## config.mk

```make
export PLATFORM = sky130hd
export DESIGN_NAME = seg_scan_decoder
export DESIGN_NICKNAME = d
export VERILOG_FILES = /design/src/rtl/seg_decode_pkg.sv /design/src/rtl/seg7_to_code.sv /design/src/rtl/seg_scan_decoder.sv
export SDC_FILE = /design/constraint.sdc
export NUM_CORES = 1
export LEC_CHECK = 0
export CELL_PAD_IN_SITES_DETAIL_PLACEMENT = 0
export CELL_PAD_IN_SITES_GLOBAL_PLACEMENT = 1
export CORE_UTILIZATION = 35
export DETAILED_ROUTE_END_ITERATION = 10
export PLACE_DENSITY = 0.73
export SYNTH_ARGS = -nofsm -noshare
export SYNTH_HDL_FRONTEND = slang
export SYNTH_HIERARCHICAL = 1
export SYNTH_SLANG_ARGS = --single-unit
```

## constraint.sdc

```tcl
create_clock -name clk190hz -period 2.19 [get_ports clk190hz]
set_input_delay 0.438 -clock clk190hz [delete_from_list [all_inputs] [get_ports clk190hz]]
set_output_delay 0.438 -clock clk190hz [all_outputs]
set_load 0.1 [all_outputs]
```

## src/rtl/seg_decode_pkg.sv

```systemverilog
// Shared constants, code values, FSM state type and one-hot helpers
// for the seven-segment scan decoder.
package seg_decode_pkg;

   localparam logic [6:0] SEG_0     = 7'h3F;
   localparam logic [6:0] SEG_1     = 7'h06;
   localparam logic [6:0] SEG_2     = 7'h5B;
   localparam logic [6:0] SEG_3     = 7'h4F;
   localparam logic [6:0] SEG_4     = 7'h66;
   localparam logic [6:0] SEG_5     = 7'h6D;
   localparam logic [6:0] SEG_6     = 7'h7D;
   localparam logic [6:0] SEG_7     = 7'h07;
   localparam logic [6:0] SEG_8     = 7'h7F;
   localparam logic [6:0] SEG_9     = 7'h6F;
   localparam logic [6:0] SEG_DASH  = 7'h40;
   localparam logic [6:0] SEG_BLANK = 7'h00;

   localparam logic [3:0] CODE_DASH    = 4'd10;
   localparam logic [3:0] CODE_BLANK   = 4'd11;
   localparam logic [3:0] CODE_ILLEGAL = 4'd15;

   typedef enum logic {
      ST_IDLE,
      ST_COLLECT
   } state_e;

   function automatic logic onehot4(input logic [3:0] p);
      return (p != 4'd0) && ((p & (p - 4'd1)) == 4'd0);
   endfunction

   function automatic logic [1:0] enc4(input logic [3:0] p);
      logic [1:0] r;
      r = 2'd0;
      unique case (1'b1)
         p[3]:    r = 2'd3;
         p[2]:    r = 2'd2;
         p[1]:    r = 2'd1;
         default: r = 2'd0;
      endcase
      return r;
   endfunction

endpackage

```

## src/rtl/seg7_to_code.sv

```systemverilog
// Combinational segment-pattern to digit-code lookup.
// Ports: seg_i (g..a), code_o (0-9, DASH, BLANK, ILLEGAL), illegal_o.
module seg7_to_code
   import seg_decode_pkg::*;
(
   input  logic [6:0] seg_i,
   output logic [3:0] code_o,
   output logic       illegal_o
);

   always_comb begin
      code_o    = CODE_ILLEGAL;
      illegal_o = 1'b0;
      case (seg_i)
         SEG_0:     code_o = 4'd0;
         SEG_1:     code_o = 4'd1;
         SEG_2:     code_o = 4'd2;
         SEG_3:     code_o = 4'd3;
         SEG_4:     code_o = 4'd4;
         SEG_5:     code_o = 4'd5;
         SEG_6:     code_o = 4'd6;
         SEG_7:     code_o = 4'd7;
         SEG_8:     code_o = 4'd8;
         SEG_9:     code_o = 4'd9;
         SEG_DASH:  code_o = CODE_DASH;
         SEG_BLANK: code_o = CODE_BLANK;
         default:   illegal_o = 1'b1;
      endcase
   end

endmodule

```

## src/rtl/seg_scan_decoder.sv

```systemverilog
// Snoops a multiplexed 4-digit 7-seg scan and publishes decoded frames.
// Ports: clk190hz, rst (sync high), pos/seg in; dataBus, dot, dotValid,
// frameDone, errFlag, stale out. SEG_DECODE_STALE_EN enables stale.
module seg_scan_decoder
   import seg_decode_pkg::*;
#(
   parameter int STALE_CYCLES = 16
) (
   input  logic        clk190hz,
   input  logic        rst,
   input  logic [3:0]  pos,
   input  logic [7:0]  seg,
   output logic [15:0] dataBus,
   output logic [1:0]  dot,
   output logic        dotValid,
   output logic        frameDone,
   output logic        errFlag,
   output logic        stale
);

   logic [3:0]  pos_q, pos_prev_q;
   logic [7:0]  seg_q;

   state_e      state_q, state_d;
   logic [3:0]  seen_q, seen_d;
   logic [15:0] shadow_q, shadow_d;
   logic        ferr_q, ferr_d;
   logic        pend_q, pend_d;
   logic        dseen_q, dseen_d;
   logic        dmulti_q, dmulti_d;
   logic [1:0]  didx_q, didx_d;

   logic [15:0] data_q, data_d;
   logic [1:0]  dot_q, dot_d;
   logic        dotv_q, dotv_d;
   logic        done_q, done_d;
   logic        err_q, err_d;

   logic [3:0]  code;
   logic        illegal;
   logic        is_oh;
   logic        evt;
   logic        publish;
   logic        fresh;
   logic        dup;
   logic [1:0]  idx;
   logic        dot_lit;

   seg7_to_code u_lut (
      .seg_i     (seg_q[6:0]),
      .code_o    (code),
      .illegal_o (illegal)
   );

   assign is_oh   = onehot4(pos_q);
   assign evt     = is_oh && (pos_q != pos_prev_q);
   assign idx     = enc4(pos_q);
   assign dot_lit = seg_q[7];
   assign publish = (state_q == ST_COLLECT) && (seen_q == 4'hF);
   // A digit arriving in the publish cycle opens the next frame.
   assign fresh   = publish || (state_q == ST_IDLE);
   assign dup     = (seen_q & pos_q) != 4'd0;

   always_comb begin
      state_d  = state_q;
      seen_d   = seen_q;
      shadow_d = shadow_q;
      ferr_d   = ferr_q;
      pend_d   = pend_q;
      dseen_d  = dseen_q;
      dmulti_d = dmulti_q;
      didx_d   = didx_q;
      data_d   = data_q;
      dot_d    = dot_q;
      dotv_d   = dotv_q;
      err_d    = err_q;
      done_d   = 1'b0;

      if (publish) begin
         data_d  = shadow_q;
         dotv_d  = dseen_q & ~dmulti_q;
         dot_d   = dseen_q ? didx_q : 2'd0;
         err_d   = ferr_q | dmulti_q | pend_q;
         done_d  = 1'b1;
         pend_d  = 1'b0;
         state_d = ST_IDLE;
         seen_d  = 4'd0;
      end

      if (!is_oh) begin
         state_d = ST_IDLE;
         seen_d  = 4'd0;
      end else if (evt) begin
         if (fresh || dup) begin
            if (!fresh) pend_d = 1'b1;
            state_d  = ST_COLLECT;
            seen_d   = pos_q;
            shadow_d = 16'd0;
            shadow_d[{idx, 2'b00} +: 4] = code;
            ferr_d   = illegal;
            dseen_d  = dot_lit;
            dmulti_d = 1'b0;
            didx_d   = dot_lit ? idx : 2'd0;
         end else begin
            seen_d = seen_q | pos_q;
            shadow_d[{idx, 2'b00} +: 4] = code;
            ferr_d = ferr_q | illegal;
            if (dot_lit) begin
               if (dseen_q) begin
                  dmulti_d = 1'b1;
               end else begin
                  dseen_d = 1'b1;
                  didx_d  = idx;
               end
            end
         end
      end
   end

   always_ff @(posedge clk190hz) begin
      if (rst) begin
         pos_q      <= 4'd0;
         pos_prev_q <= 4'd0;
         seg_q      <= 8'd0;
         state_q    <= ST_IDLE;
         seen_q     <= 4'd0;
         shadow_q   <= 16'd0;
         ferr_q     <= 1'b0;
         pend_q     <= 1'b0;
         dseen_q    <= 1'b0;
         dmulti_q   <= 1'b0;
         didx_q     <= 2'd0;
         data_q     <= 16'd0;
         dot_q      <= 2'd0;
         dotv_q     <= 1'b0;
         done_q     <= 1'b0;
         err_q      <= 1'b0;
      end else begin
         pos_q      <= pos;
         pos_prev_q <= pos_q;
         seg_q      <= seg;
         state_q    <= state_d;
         seen_q     <= seen_d;
         shadow_q   <= shadow_d;
         ferr_q     <= ferr_d;
         pend_q     <= pend_d;
         dseen_q    <= dseen_d;
         dmulti_q   <= dmulti_d;
         didx_q     <= didx_d;
         data_q     <= data_d;
         dot_q      <= dot_d;
         dotv_q     <= dotv_d;
         done_q     <= done_d;
         err_q      <= err_d;
      end
   end

   assign dataBus   = data_q;
   assign dot       = dot_q;
   assign dotValid  = dotv_q;
   assign frameDone = done_q;
   assign errFlag   = err_q;

`ifdef SEG_DECODE_STALE_EN
   localparam int CW = $clog2(STALE_CYCLES + 1);
   localparam logic [CW-1:0] STALE_MAX = CW'(STALE_CYCLES);

   logic [CW-1:0] idle_q;

   always_ff @(posedge clk190hz) begin
      if (rst) begin
         idle_q <= '0;
      end else if (evt) begin
         idle_q <= '0;
      end else if (idle_q != STALE_MAX) begin
         idle_q <= idle_q + 1'b1;
      end
   end

   assign stale = (idle_q == STALE_MAX);
`else
   logic unused_stale_cfg;
   assign unused_stale_cfg = (STALE_CYCLES != 0);
   assign stale = 1'b0;
`endif

endmodule

```

Yosys cells after proc, flatten, opt, wreduce, memory -nomap -nowiden
Index checks and enable logic that the tools add are counted.
- bits in registers: 64
- latch bits: 0
- bits in writable memories: 0
- bits in read-only memories: 0
- bits of input ports: 14
- output and inout bits: 22
- word-level logic and storage cells: 91
- memories: 0
- add/sub/neg operators: 2
- $mul: 0
- div/mod/pow operators: 0
- magnitude comparators: 0
- eq/ne operators: 14
- shift-type cells: 2
- mux-type cells: 28
- bitwise gates (word level): 11
- reduce and logical (&&, ||, !) cells: 18
- operator list (kind ; count):
    $eq A7 B7 Y1 const B ; 8
    $pmux W4 S12 ; 1
    $and A16 B16 Y16 ; 1
    $bwmux W16 ; 1
    $mux W1 ; 16
    $mux W16 ; 1
    $shift A4 B6 Y16 const A ; 1
    $shiftx A4 B6 Y16 ; 1
    $eq A7 B3 Y1 const B ; 2
    $mux W4 ; 3
    $reduce_or A12 Y1 ; 1
    $mux W2 ; 5
    $and A4 B4 Y4 ; 2
    $reduce_and A4 Y1 ; 2
    $reduce_bool A4 Y1 ; 2
    $eq A7 B6 Y1 const B ; 1
    $logic_not A7 Y1 ; 1
    $neg A4 Y6 ; 1
    $pmux W2 S3 ; 1
    $reduce_bool A2 Y1 ; 3
    $eq A4 B4 Y1 const B ; 1
    $logic_not A4 Y1 ; 1
    $ne A4 B4 Y1 ; 1
    $or A4 B4 Y4 ; 1
    10 further kinds ; 17

Depth between registers and ports, before layout
- word-level depth: 7
- depth in mapped cells: 8
- gate-level depth less buffers: 7

Hierarchy
Netlist, hierarchy kept.
- by module, submodules not included (module ; times used ; cells each ; area each (sq um) ; seq. area each (sq um)):
    seg_scan_decoder ; 1 ; 263 ; 2409.8 ; 1281.2
    seg7_to_code ; 1 ; 43 ; 280.3 ; 0.0

Least setup slack after synthesis
Ideal clock, no wire load.
- path kind: reg2reg
- from: reg pos_q[1]
- to: reg shadow_q[1]
- library setup time: 0.092 ns
- arrival time: 1.926 ns
- required time: 2.098 ns
- slack: 0.172 ns
- stages on the path, launching flop included: 7
- buffers on the path: 2
- clock period less this slack: 2.018 ns
- cells stage by stage: dfxtp_1 -> buf_6 -> or4b_4 -> o311a_2 -> or4_1 -> buf_2 -> o32ai_1
- longest elaborated chain between the ends: 6
- elaborated cells on any way between the ends: 18
- classes of those cells: add/sub: 2; eq/ne: 1; shift: 2; mux: 3; bitwise: 3; reduce/logical: 7
- RTL lines (what ; line ; source):
    from (decl) ; seg_scan_decoder.sv:21 ; logic [3:0] pos_q, pos_prev_q;
    from (signal assigned) ; seg_scan_decoder.sv:139 ; pos_q <= pos;
    branches (longest 6 deep; another with $neg A4 Y6) ; - ;
    to (signal assigned) ; seg_scan_decoder.sv:144 ; shadow_q <= shadow_d;
    to (decl) ; seg_scan_decoder.sv:26 ; logic [15:0] shadow_q, shadow_d;
Parallel ways; which one is timed is not known.
A chain may end at the register's enable or synchronous reset.

Worst setup path after layout
- from: reg pos_q[0]
- to: reg shadow_q[1]
- longest elaborated chain between the ends: 6
- elaborated cells on any way between the ends: 12
- classes of those cells: add/sub: 1; eq/ne: 1; mux: 1; bitwise: 2; reduce/logical: 7
- RTL lines (what ; line ; source):
    $sub A4 B1 Y4 ; seg_decode_pkg.sv:28 ; return (p != 4'd0) && ((p & (p - 4'd1)) == 4'd0);
    $and A4 B4 Y4 ; seg_decode_pkg.sv:28 ;
    $logic_not A4 Y1 ; seg_decode_pkg.sv:28 ;
    $logic_and A1 B1 Y1 ; seg_decode_pkg.sv:28 ;
    $logic_and A1 B1 Y1 ; seg_scan_decoder.sv:56 ; assign evt = is_oh && (pos_q != pos_prev_q);
    $reduce_and A2 Y1 (no line) ; - ;
Parallel ways exist; a longest one is shown, timed or not.

==> out/metrics.csv <==
metric;value;unit
setup_tns;0;ns
Hold Path Class;flop to flop;
Ys Warns;6;
EDFF count, synth;0;
Post-Synth Simple-Gate Area;0.255;
share of layout cells above drive strength 1;0.201;
Clock Skew;0.00901;ns
max-capacitance violation count;0;
cts hold-fix bufs;0;
Post-Syn Instances;306;
GPL Wtd Cong;0.780;
Die Span Y;89.7;um
post-cts sizing count;2;
synthesis-to-finish area growth;25.5;%
initial antenna violation count;0;
r2r worst-path depth;4;
final WL;5.84;mm
Crit. End Element;flop;
DR vias/cell;4.92;
ys async rst share;0;
CORE AREA;0.00733;sq mm
DR WL/cell;12.9;um
Max VDD drop;0.281;mV
root buf cell;clkbuf_8;
post-synthesis compound-gate area fraction;0.175;
endpoints failing setup;0;
area leader, netlist;dfxtp_1;
r2r setup slk;0.11;ns
Starting Density;0.367;
Sink Count;64;
die width;89.7;um
type of origin of the critical path;flop;
drt first-iter violations;131;
synth unique cells;45;
First-pass DRT Iterations;4;
H-tree level count;3;
critical setup path kind;flop to flop;
clock-pin slew on the worst setup and hold paths;0.07;ns
clk_lat worst skew;0.34;ns
antenna-violating nets left;0;
routed via count;2230;
Nets;366;
Hold Path Depth;2;
CTS tree;built;
Seq/Total Area, Yosys;0.476;
Yosys top cell area share;0.476;
Die ar.;0.00804;sq mm
Highest Clock Rate;481;MHz
CP arrival;2.32;ns
Slew headroom;0.601;
Hold WS;0.452;ns
fin crit period;2.08;ns
Setup Buffers After CTS;0;
post-detail-place hpwl;4.13;mm
total track usage;0.167;
Crit path required time;2.43;ns
RSZ-0062 raised after global routing;false;
IO Count;36;
first-pass GRT wire length;9.92;mm
main combinational cell family by area after synthesis;simple AND/OR/NAND/NOR gates;
final worst-path cycle share;0.949;
DRC violations left;0;
TritonCTS Buffers;9;
leading cell types by total area after synthesis;dfxtp_1 48%, nand2_1 7.8%, a22oi_1 4.5%;
outcome;completed;
largest net degree at the start of global routing;31;
actual slew at the worst max-slew pin;0.589;ns
Slew Viols, Final;0;
static leakage;1.30;nW
ys flop type;dfxtp_1;
syn_nets;323;
Synth Area in XOR/XNOR;0.0195;
Crit Path Max Fanout;8;
#FFs+latches synth;64;
power per standard cell area;814;mW/mm^2
vias in the first global route;2089;
Mean Syn Cell Area;8.79;sq um
remaining global-route overflow;0;
ANT cells;0;
cell area after synthesis;0.00269;sq mm
# port buffers;34;
multiplexer area fraction after synthesis;0.00744;
Synth Area in Adders;0.0140;
Clock Path Buffers;2;
Fin. Hold Viols;0;
FP Rows;31;
-- sequential cells by signal, indices dropped and copies added (netlist names), 2 cells and up, named ones only --
signal and count:
seen_q 4, shadow_q 16, pos_prev_q 4, seg_q 8, pos_q 4, didx_q 2, dataBus 16, dot 2
-- metal layers --
metal / up-vias / GRT usage / wire [um]
li1: 1159 / - / -
met4: 0 / 0.0750 / 112
met2: 44 / 0.257 / 2590
met3: 9 / 0.0603 / 259
met5: - / 0 / 0
met1: 1018 / 0.210 / 2880
-- synthesized netlist by cell type (all sizes together) (2+ instances only) --
cell type	count
a22oi	16
ha	3
and3	3
o211ai	4
clkbuf	11
nand2	56
buf	10
a31oi	3
o21ai	3
nor4	4
o22ai	2
o311ai	4
xnor2	6
nand3	4
dfxtp	64
o32ai	4
nor2b	17
nor2	27
or4b	2
nand4	6
and2	3
nand3b	3
inv	4
a32o	3
nor3	8
a21oi	22
mux2i	2
-- cell usage in the layout (no fill, tap or decap), types with 5 or more instances in the layout --
cell              n
nand4_1           5
clkbuf_8          9
dfxtp_1          62
xnor2_1           6
a22oi_1          16
nor2b_1          17
a21oi_1          22
nor3_1            7
clkdlybuf4s50_1  12
nor2_1           27
buf_4            40
nand2_1          56
-- critical path, cell delays in order, from the launching register on --
cell,delay (ns)
dfxtp_1,0.37
or4b_4,0.56
o311a_2,0.21
or4_4,0.55
o32ai_1,0.29
-- path summary, 6_finish.rpt --
| check | end | from |
|---|---|---|
| worst max-delay path | shadow_q[1] | pos_q[0] |
| worst min-delay path | dataBus[1] | shadow_q[1] |
| worst max register to register | shadow_q[1] | pos_q[0] |
| worst min register to register | dataBus[1] | shadow_q[1] |
-- cell families after synthesis --
kind of cell,count (synthesis)
AND/OR/NAND/NOR,137
adder cells (fa/ha/maj),3
flip-flops,64
other,1
buffers and inverters,26
XOR/XNOR,6
AO/OA/AOI/OAI,67
multiplexers,2
-- cell type report --
cell class,instances,area [sq um]
clock buffers,9,124
multi-input cells,216,1280
clock inverters,7,119
flip-flops and latches,64,1280
inverters,5,18.8
fillers,735,3950
well taps,99,124
repair buffers,53,425
-- power by group --
part	internal (mW)	total (mW)	switching (mW)
Clock	0.757	1.23	0.476
Combinational	0.126	0.283	0.156
Sequential	1.20	1.23	0.0367
Total	2.08	2.75	0.669
-- through the flow --
| step | power [mW] | instances | setup WS, ns | area, sq um | utilization |
|---|---|---|---|---|---|
| after global placement | 1.53 | 437 | 0.0248 | 3120 | 0.425 |
| after detailed placement | 1.54 | 437 | -0.0349 | 3120 | 0.425 |
| after floorplan | 1.44 | 306 | 0.172 | 2690 | - |
| after CTS | 2.78 | 453 | 0.0142 | 3360 | 0.459 |
| final | 2.75 | 453 | 0.112 | 3380 | 0.461 |
| after global routing | 2.87 | 453 | 0.0188 | 3380 | 0.461 |
(Power assumes the default switching activity.)
